--- config.mk ---
export PLATFORM = sky130hd
export DESIGN_NAME = fixed_point_mult_arbiter
export DESIGN_NICKNAME = d
export VERILOG_FILES = /design/src/rtl/fpm_pkg.sv /design/src/rtl/fixed_point_mult.sv /design/src/rtl/rr_arbiter.sv /design/src/rtl/fixed_point_mult_arbiter.sv
export SDC_FILE = /design/constraint.sdc
export NUM_CORES = 1
export LEC_CHECK = 0
export ABC_AREA = 0
export CORE_ASPECT_RATIO = 1.1
export CORE_UTILIZATION = 43
export DETAILED_ROUTE_END_ITERATION = 7
export GPL_TIMING_DRIVEN = 0
export PLACE_DENSITY = 0.77
export SKIP_LAST_GASP = 1
export SYNTH_ARGS = -nofsm -noshare
export SYNTH_HDL_FRONTEND = slang
export SYNTH_SLANG_ARGS = --single-unit
--- constraint.sdc ---
create_clock -name clk -period 8.7 [get_ports clk]
set_clock_uncertainty 0.2 [all_clocks]
set_input_delay 1.305 -clock clk [delete_from_list [all_inputs] [get_ports clk]]
set_output_delay 1.305 -clock clk [all_outputs]
set_load 0.02 [all_outputs]
--- src/rtl/fpm_pkg.sv ---
// Shared types and constants for the sign-magnitude fixed-point multiplier and its arbiter.
package fpm_pkg;

  typedef logic [15:0] fx16_t;
  typedef logic [31:0] fx32_t;

  localparam int unsigned FX_FRAC_IN  = 12;
  localparam int unsigned FX_FRAC_OUT = 24;
  localparam int unsigned FX_SIGN_IN  = 15;
  localparam int unsigned FX_SIGN_OUT = 31;

  typedef enum logic [1:0] {
    IDLE = 2'd0,
    CALC = 2'd1,
    RESP = 2'd2
  } arb_state_t;

  // A product with zero magnitude always carries a positive sign.
  function automatic fx32_t fx_fix_neg_zero(fx32_t p);
    fx32_t r;
    r = p;
    if (p[FX_SIGN_OUT-1:0] == '0) begin
      r[FX_SIGN_OUT] = 1'b0;
    end
    return r;
  endfunction

endpackage

--- src/rtl/fixed_point_mult.sv ---
// Combinational sign-magnitude multiply: Q3.12 x Q3.12 -> Q7.24 with the sign in bit 31.
module fixed_point_mult
  import fpm_pkg::*;
(
  input  fx16_t i_a,
  input  fx16_t i_b,
  output fx32_t o_p
);

  logic [29:0] w_mag;

  assign w_mag = 30'(i_a[14:0]) * 30'(i_b[14:0]);
  assign o_p   = {i_a[FX_SIGN_IN] ^ i_b[FX_SIGN_IN], 1'b0, w_mag};

endmodule

--- src/rtl/rr_arbiter.sv ---
// Round-robin grant: first valid requester at or above the pointer, wrapping at NUM_REQ-1.
module rr_arbiter #(
  parameter  int unsigned NUM_REQ = 4,
  localparam int unsigned ID_W    = $clog2(NUM_REQ)
) (
  input  logic [NUM_REQ-1:0] i_valid,
  input  logic [ID_W-1:0]    i_ptr,
  output logic [NUM_REQ-1:0] o_grant,
  output logic [ID_W-1:0]    o_idx,
  output logic               o_any
);

  logic [ID_W:0]   w_sum;
  logic [ID_W-1:0] w_cand;
  logic            w_found;

  always_comb begin
    o_grant = '0;
    o_idx   = '0;
    w_found = 1'b0;
    w_sum   = '0;
    w_cand  = '0;
    for (int unsigned k = 0; k < NUM_REQ; k++) begin
      // Explicit subtract keeps the wrap correct for non-power-of-two NUM_REQ.
      w_sum = {1'b0, i_ptr} + (ID_W + 1)'(k);
      if (w_sum >= (ID_W + 1)'(NUM_REQ)) begin
        w_sum = w_sum - (ID_W + 1)'(NUM_REQ);
      end
      w_cand = w_sum[ID_W-1:0];
      if (!w_found && i_valid[w_cand]) begin
        w_found         = 1'b1;
        o_grant[w_cand] = 1'b1;
        o_idx           = w_cand;
      end
    end
    o_any = w_found;
  end

endmodule

--- src/rtl/fixed_point_mult_arbiter.sv ---
// Shares one fixed_point_mult among NUM_REQ requesters with round-robin grant and a
// held valid/ready response tagged with the owning requester.
module fixed_point_mult_arbiter
  import fpm_pkg::*;
#(
  parameter  int unsigned NUM_REQ = 4,
  localparam int unsigned ID_W    = $clog2(NUM_REQ)
) (
  input  logic                  clk,
  input  logic                  rst,
  input  logic [NUM_REQ-1:0]    req_valid,
  input  logic [NUM_REQ*16-1:0] req_a,
  input  logic [NUM_REQ*16-1:0] req_b,
  output logic [NUM_REQ-1:0]    req_ready,
  output logic                  rsp_valid,
  input  logic                  rsp_ready,
  output logic [ID_W-1:0]       rsp_id,
  output logic [31:0]           rsp_result,
  output logic                  busy,
  output logic [15:0]           op_count
);

  arb_state_t      r_state;
  logic [ID_W-1:0] r_rr_ptr;
  logic [ID_W-1:0] r_id_q;
  logic [ID_W-1:0] r_rsp_id;
  fx16_t           r_a_q;
  fx16_t           r_b_q;
  fx32_t           r_rsp_result;
  logic [15:0]     r_op_count;

  logic [NUM_REQ-1:0] w_grant;
  logic [ID_W-1:0]    w_grant_idx;
  logic               w_any;
  fx16_t              w_sel_a;
  fx16_t              w_sel_b;
  fx32_t              w_prod;
  logic [ID_W-1:0]    w_next_ptr;

  rr_arbiter #(
    .NUM_REQ(NUM_REQ)
  ) u_rr_arbiter (
    .i_valid(req_valid),
    .i_ptr  (r_rr_ptr),
    .o_grant(w_grant),
    .o_idx  (w_grant_idx),
    .o_any  (w_any)
  );

  fixed_point_mult u_fixed_point_mult (
    .i_a(r_a_q),
    .i_b(r_b_q),
    .o_p(w_prod)
  );

  always_comb begin
    w_sel_a = '0;
    w_sel_b = '0;
    for (int unsigned i = 0; i < NUM_REQ; i++) begin
      if (w_grant_idx == ID_W'(i)) begin
        w_sel_a = req_a[16*i +: 16];
        w_sel_b = req_b[16*i +: 16];
      end
    end
  end

  assign w_next_ptr = (r_id_q == ID_W'(NUM_REQ - 1)) ? '0 : r_id_q + 1'b1;

  always_ff @(posedge clk) begin
    if (rst) begin
      r_state      <= IDLE;
      r_rr_ptr     <= '0;
      r_id_q       <= '0;
      r_rsp_id     <= '0;
      r_a_q        <= '0;
      r_b_q        <= '0;
      r_rsp_result <= '0;
      r_op_count   <= '0;
    end else begin
      case (r_state)
        IDLE: begin
          if (w_any) begin
            r_a_q   <= w_sel_a;
            r_b_q   <= w_sel_b;
            r_id_q  <= w_grant_idx;
            r_state <= CALC;
          end
        end
        CALC: begin
          r_rsp_result <= fx_fix_neg_zero(w_prod);
          r_rsp_id     <= r_id_q;
          r_state      <= RESP;
        end
        RESP: begin
          if (rsp_ready) begin
            r_rr_ptr   <= w_next_ptr;
            r_op_count <= r_op_count + 16'd1;
            r_state    <= IDLE;
          end
        end
        default: r_state <= IDLE;
      endcase
    end
  end

  // Grant strobe is combinational so a requester sees acceptance on the same edge it is latched.
  assign req_ready  = (r_state == IDLE && !rst) ? w_grant : '0;
  assign rsp_valid  = (r_state == RESP);
  assign busy       = (r_state != IDLE);
  assign rsp_id     = r_rsp_id;
  assign rsp_result = r_rsp_result;
  assign op_count   = r_op_count;

endmodule

# After elaboration in Yosys (flattened, before gate mapping)
# Index checks and enable logic that the tools add are counted.
[classes] shift=0 reduce_logical=19 add_sub_neg=9 bitwise_logic=4 div=0 n_lt_le_gt_ge=12 multipliers=1 eq_ne=8 mux=46
[ops] op="2-to-1 mux 16 bit" n=8
[ops] op="logical NOT 31 bit" n=1
[ops] op="multiplier 15 x 15 -> 30 bit" n=1
[ops] op="2-to-1 mux 2 bit" n=11
[ops] op="2-to-1 mux 4 bit" n=5
[ops] op="adder 16 x 1 -> 16 bit, second input constant" n=1
[ops] op="2-to-1 mux 1 bit" n=13
[ops] op="less-than comparator 2 x 3 -> 1 bit, second input constant" n=4
[ops] op="bitwise OR 4 bit" n=3
[ops] op=">= comparator 3 bit, second input constant" n=3
[ops] op="binary-select mux 1 bit (select 2 bit)" n=4
[ops] op="demux 1 bit (select 2 bit)" n=4
[ops] op="== test 2 bit, second input constant" n=4
[ops] op=">= comparator 2 x 1 -> 1 bit, second input constant" n=4
[ops] op="logical AND 1 bit" n=8
[ops] op="subtractor 2 x 1 -> 2 bit, second input constant" n=4
[ops] op="adder 2 x 2 -> 3 bit, second input constant" n=2
[ops] op="one-hot mux 2 bit (3 select lines)" n=1
[ops] op="AND reduction 2 bit" n=3
[ops] op="== test 2 x 1 -> 1 bit, second input constant" n=2
[ops] op="logical NOT 1 bit" n=4
[ops] op="logical NOT 2 bit" n=2
[ops] op="inequality test 2 x 1 -> 1 bit, second input constant" n=2
[ops] op="adder 2 x 1 -> 3 bit, second input constant" n=1
[ops] op="4 further kinds" n=4
[word_totals] ramBits=0 latchBits=0 mem_bits_ro=0 mem_count=0 reg_bits=87

# Longest topological paths before layout
# Gate-level depths: netlist (run 1).
[depth] ltp_word=19 ltp_mapped=25

# By module
# Synthesis (run 1) repeated with hierarchy kept, for this count alone.
[hier_totals] cells_unflattened=1385 hier_area_um2=12182.9
[by_module_without_submodules] mod="fixed_point_mult" cells_per_inst=886 seq_area_each_um2=0.0 area_each_um2=7692.4 n_inst=1
[by_module_without_submodules] mod="fixed_point_mult_arbiter" cells_per_inst=454 seq_area_each_um2=1761.7 area_each_um2=4071.4 n_inst=1
[by_module_without_submodules] mod="rr_arbiter" cells_per_inst=45 seq_area_each_um2=0.0 area_each_um2=419.2 n_inst=1

# Worst setup path before layout (run 1)
# No wires, ideal clock.
[synth_path] path_type="reg-to-reg" start="register r_a_q[12]" end="register r_rsp_result[31], in the netlist rsp_result[31]" arrival_time_ns=6.330 required_ns=8.380 synth_period_minus_slack_ns=6.650 setup_ns=0.120 slack_ns=2.050 stages_incl_launch_ff=23 path_cell_list="dfxtp_1 -> clkbuf_1 -> and2_1 -> fa_1 -> inv_1 -> fa_1 -> inv_1 -> fa_1 -> inv_1 -> fa_1 -> fa_1 -> fa_1 -> inv_1 -> ha_1 -> o21a_1 -> a211oi_2 -> a221o_2 -> a31o_2 -> o221ai_2 -> xor2_1 -> or3_1 -> or4_1 -> a211o_1"
[synth_via] elab_chain_len=3
[synth_lines] element="start: declaration" line="fixed_point_mult_arbiter.sv:27" source="fx16_t r_a_q;"
[synth_lines] element="start signal: assignment" line="fixed_point_mult_arbiter.sv:83" source="r_a_q <= w_sel_a;"
[synth_lines] element="multiplier 15 x 15 -> 30 bit" line="fixed_point_mult.sv:12" source="assign w_mag = 30'(i_a[14:0]) * 30'(i_b[14:0]);"
[synth_lines] element="logical NOT 31 bit" line="fpm_pkg.sv:22" source="if (p[FX_SIGN_OUT-1:0] == '0) begin"
[synth_lines] element="2-to-1 mux 1 bit" line="fpm_pkg.sv:22"
[synth_lines] element="end signal: assignment" line="fixed_point_mult_arbiter.sv:90" source="r_rsp_result <= fx_fix_neg_zero(w_prod);"
[synth_lines] element="end: declaration" line="fixed_point_mult_arbiter.sv:29" source="fx32_t r_rsp_result;"
# Every way passes these cells.
# A chain may end at the register's enable or synchronous reset.

# Final worst setup path (run 1)
[layout_path] start="register r_a_q[5]" end="register r_rsp_result[31], in the netlist rsp_result[31]"
# The elaborated chain is that of the path after synthesis.

==> results of run 1 <==
==> worst paths after layout <==
| path | end | slack (ns) | cells past startpoint |
|---|---|---|---|
| setup / recovery | rsp_result[31] | 0.96 | 24 |
| hold / removal | rsp_result[17] | 0.26 | 2 |
| setup reg to reg | rsp_result[31] | 0.96 | 24 |
| hold reg to reg | rsp_result[17] | 0.26 | 2 |
==> cell families (layout without fill, tap and decap cells) <==
family | Yosys count | in the layout | share of synthesized area
fa+ha+maj | 270 | 270 | 0.3786
flops | 87 | 87 | 0.1424
compound gates | 204 | 204 | 0.1078
mux | 70 | 70 | 0.06484
buf+inv | 281 | 485 | 0.08754
simple gates | 486 | 486 | 0.1885
xor+xnor | 42 | 42 | 0.03007
other cells | 1 | 1 | 0.0003065
==> cells in the mapped netlist, types with 19 or more instances <==
cell,count
nand2_1,242
inv_1,204
fa_1,167
and2_1,134
ha_1,103
a21oi_1,87
dfxtp_1,87
clkbuf_1,60
nor2_1,52
o211ai_1,35
mux2_2,34
mux2i_1,32
xor2_1,23
xnor2_1,19
==> metrics by stage <==
step           total power, uW  instance area, um^2  hold WS [ns]  utilization
2_1_floorplan             1468                12230        0.2488            -
3_3_place_gp              1931                14570        0.2437       0.5229
3_5_place_dp              1952                14570        0.2527       0.5229
4_1_cts                   2365                14880        0.2633       0.5339
5_1_grt                   2557                14880        0.2849       0.5339
6_report                  2369                14880        0.2580       0.5339
==> layer usage <==
layer / vias up / part of all wire
met3: 125 / 0.066
met4: 0 / 0.056
met2: 430 / 0.50
li1: 5011 / -
met1: 5188 / 0.38
met5: - / 0
==> power by group through the flow <==
| stage | clock [uW] | sequential [uW] | combinational [uW] |
|---|---|---|---|
| after detailed placement | 0 | 544 | 1410 |
| after floorplan | 0 | 520 | 948 |
| after CTS | 404 | 535 | 1430 |
| final | 401 | 540 | 1430 |
| after global routing | 417 | 542 | 1600 |
| after global placement | 0 | 544 | 1390 |
==> worst max-delay path, stage by stage, from the launching register on <==
cell,delay [ns]
dfxtp_1,0.59
clkbuf_1,0.55
nand2_1,0.15
fa_1,0.51
inv_1,0.05
fa_1,0.50
inv_1,0.06
fa_1,0.53
inv_1,0.05
fa_1,0.47
fa_1,0.50
inv_1,0.08
fa_1,0.49
inv_1,0.05
ha_1,0.26
clkbuf_1,0.28
nand4_1,0.18
nor3_1,0.28
nand3_1,0.23
a31oi_1,0.32
xnor2_1,0.20
nand2_1,0.07
nand4b_1,0.16
or4_1,0.55
a211o_1,0.30
==> flip-flops by register name, summed over array words and instances, names as in the netlist <==
| name | cells |
|---|---|
| rsp_id | 2 |
| rsp_result | 31 |
| r_b_q | 16 |
| r_id_q | 2 |
| r_rr_ptr | 2 |
| r_a_q | 16 |
| op_count | 16 |
| r_state | 2 |
==> area by class of cell <==
type | instances | area [um^2] | area share
clock buffers | 9 | 225.2 | 0.01514
plain buffers | 77 | 305.3 | 0.02052
inverters | 204 | 765.7 | 0.05147
multi-input cells | 1073 | 9422 | 0.6333
clock inverters | 7 | 81.33 | 0.005467
flip-flops and latches | 87 | 1742 | 0.1171
repair buffers | 188 | 1882 | 0.1265
well taps | 363 | 454.2 | 0.03053
==> impl_metrics.csv, run 1 <==
group,metric,value,unit
timing,tightest_slew,0.7527,ns
worst_setup_path,critPathArrivalTime,7.77,ns
final_layout,finalNonFillerCells,2008,
timing,fin_crit,7.743,ns
timing,fin_ws,0.9570,ns
clock_network,clk_latency,0.34,ns
routing,via_per_inst,5.356,
power_and_ir_drop,pwr-share-comb,0.603,
worst_setup_path,crit_path_start_kind,"flip-flop",
synth,synth.distinct_cells,57,
power_and_ir_drop,worst_ir_drop_vdd,0.1076,mV
clock_network,clk_path_buf_depth,2,
worst_setup_path,worst_setup_path_end_kind,"flip-flop",
routing,first_iter_violations,551,
timing,fin_crit_sh,0.8900,
timing,rsz0062_at_grt,"no",
final_layout,nNetsFinal,2045,
placed_design,post-place-ws,1.041,ns
floorplan,die_area,0.02913,mm^2
clock_network,cts_resized,0,
clock_network,clkSinkCount,87,
global_route,grt_use_total,0.2517,
final_layout,final_cell_mix,"nand2_1 (242), inv_1 (204), clkdlybuf4s50_1 (188)",
routing,first_pass_iters,5,
placed_design,dp_hpwl,29270,um
power_and_ir_drop,p_int,1248,uW
min_path,hold_path_class,"flip-flop to flip-flop",
floorplan,start_util,0.4390,
floorplan,die_x,162.8,um
final_layout,antenna_cells,0,
synth,avgSynthCellArea,8.490,um^2
final_layout,layout-drive-gt1-share,0.04863,
worst_setup_path,path_max_fanout,10,
routing,via_count,10754,
clock_network,cts_htree_levels,3,
synth,synth_top_area_share,0.2733,
placed_design,gp_congestion,0.9331,
routing,post_drt_wl_per_cell,17.50,um
clock_network,cts_tree,"yes",
placed_design,port_buffers,188,
synth,synth_seq_cells,87,
power_and_ir_drop,power.leakage,0.006640,uW
synth,yosys_warnings,0,
synth,synth_largest_area_cell,"fa_1",
timing,slew_headroom,0.4982,
worst_setup_path,r2r-start,"r_a_q[5]",
power_and_ir_drop,power.share.clock,0.169,
floorplan,fp.dieH,178.9,um
synth,synth_area_leaders,"fa_1 (27%), dfxtp_1 (14%), ha_1 (11%), nand2_1 (7.4%), and2_1 (6.9%)",
synth,async_flop_share,0,
synth,ys.flop_type,"dfxtp_1",
power_and_ir_drop,seqPwrFrac,0.228,
power_and_ir_drop,switching_share,0.4731,
global_route,use_met3,0.04210,
timing,hold_violations,0,
synth,ys_seq_area_frac,0.1424,
global_route,grt_max_degree,17,
routing,wl,35140,um
synth,syn_area,0.01223,mm^2
power_and_ir_drop,powerDensity,159.2,mW/mm^2
timing,setup_viol,0,
clock_network,post_cts_buffers,0,
synth,synth_edf_count,0,
worst_setup_path,worstPathRequired,8.73,ns
timing,setup_tns,0,ns
synth,synthesis.nets,1846,
global_route,antenna_found_initial,0,
timing,drv_slew,0,
global_route,grt_pass1_wl,57040,um
global_route,overflow,0,
clock_network,clkTransAtPathRegs,0.07,ns
min_path,min-delay-start,"rsp_result[17]",
global_route,met1_usage,0.2849,
placed_design,post-place-cells,1992,
clock_network,numCtsBuffers,9,
timing,max_freq,129.1,MHz
floorplan,core_area,0.02787,mm^2
run_status,status,"finished, final reports clean",
global_route,gr-max-usage-layer,"met2",
clock_network,clockRootBuffer,"clkbuf_16",
floorplan,rows,64,
routing,drcViolationCount,0,
final_layout,final_common_cell,"nand2_1",
worst_setup_path,crit_start,"r_a_q[5]",
final_layout,area_growth,21.60,%
worst_setup_path,critPathKind,"flip-flop to flip-flop",
global_route,grt_pass1_vias,11384,
clock_network,postCtsHoldBufs,0,
final_layout,fillers,2584,
power_and_ir_drop,p_switching,1121,uW
routing,ant_nets,0,
synth,netlist_instances,1441,
global_route,met2_usage,0.4509,
job,max_cap_viol_count,0,
floorplan,ios,191,
Power figures use the tool's default switching activity.
==> run 2, diff against run 1 <==
--- a/config.mk
+++ b/config.mk
@@ -11,7 +11,6 @@
 export DETAILED_ROUTE_END_ITERATION = 7
 export GPL_TIMING_DRIVEN = 0
 export PLACE_DENSITY = 0.77
-export SKIP_LAST_GASP = 1
 export SYNTH_ARGS = -nofsm -noshare
 export SYNTH_HDL_FRONTEND = slang
 export SYNTH_SLANG_ARGS = --single-unit
==> results of run 2 <==
Final layout, timing and power as in run 1 (identical DEF).
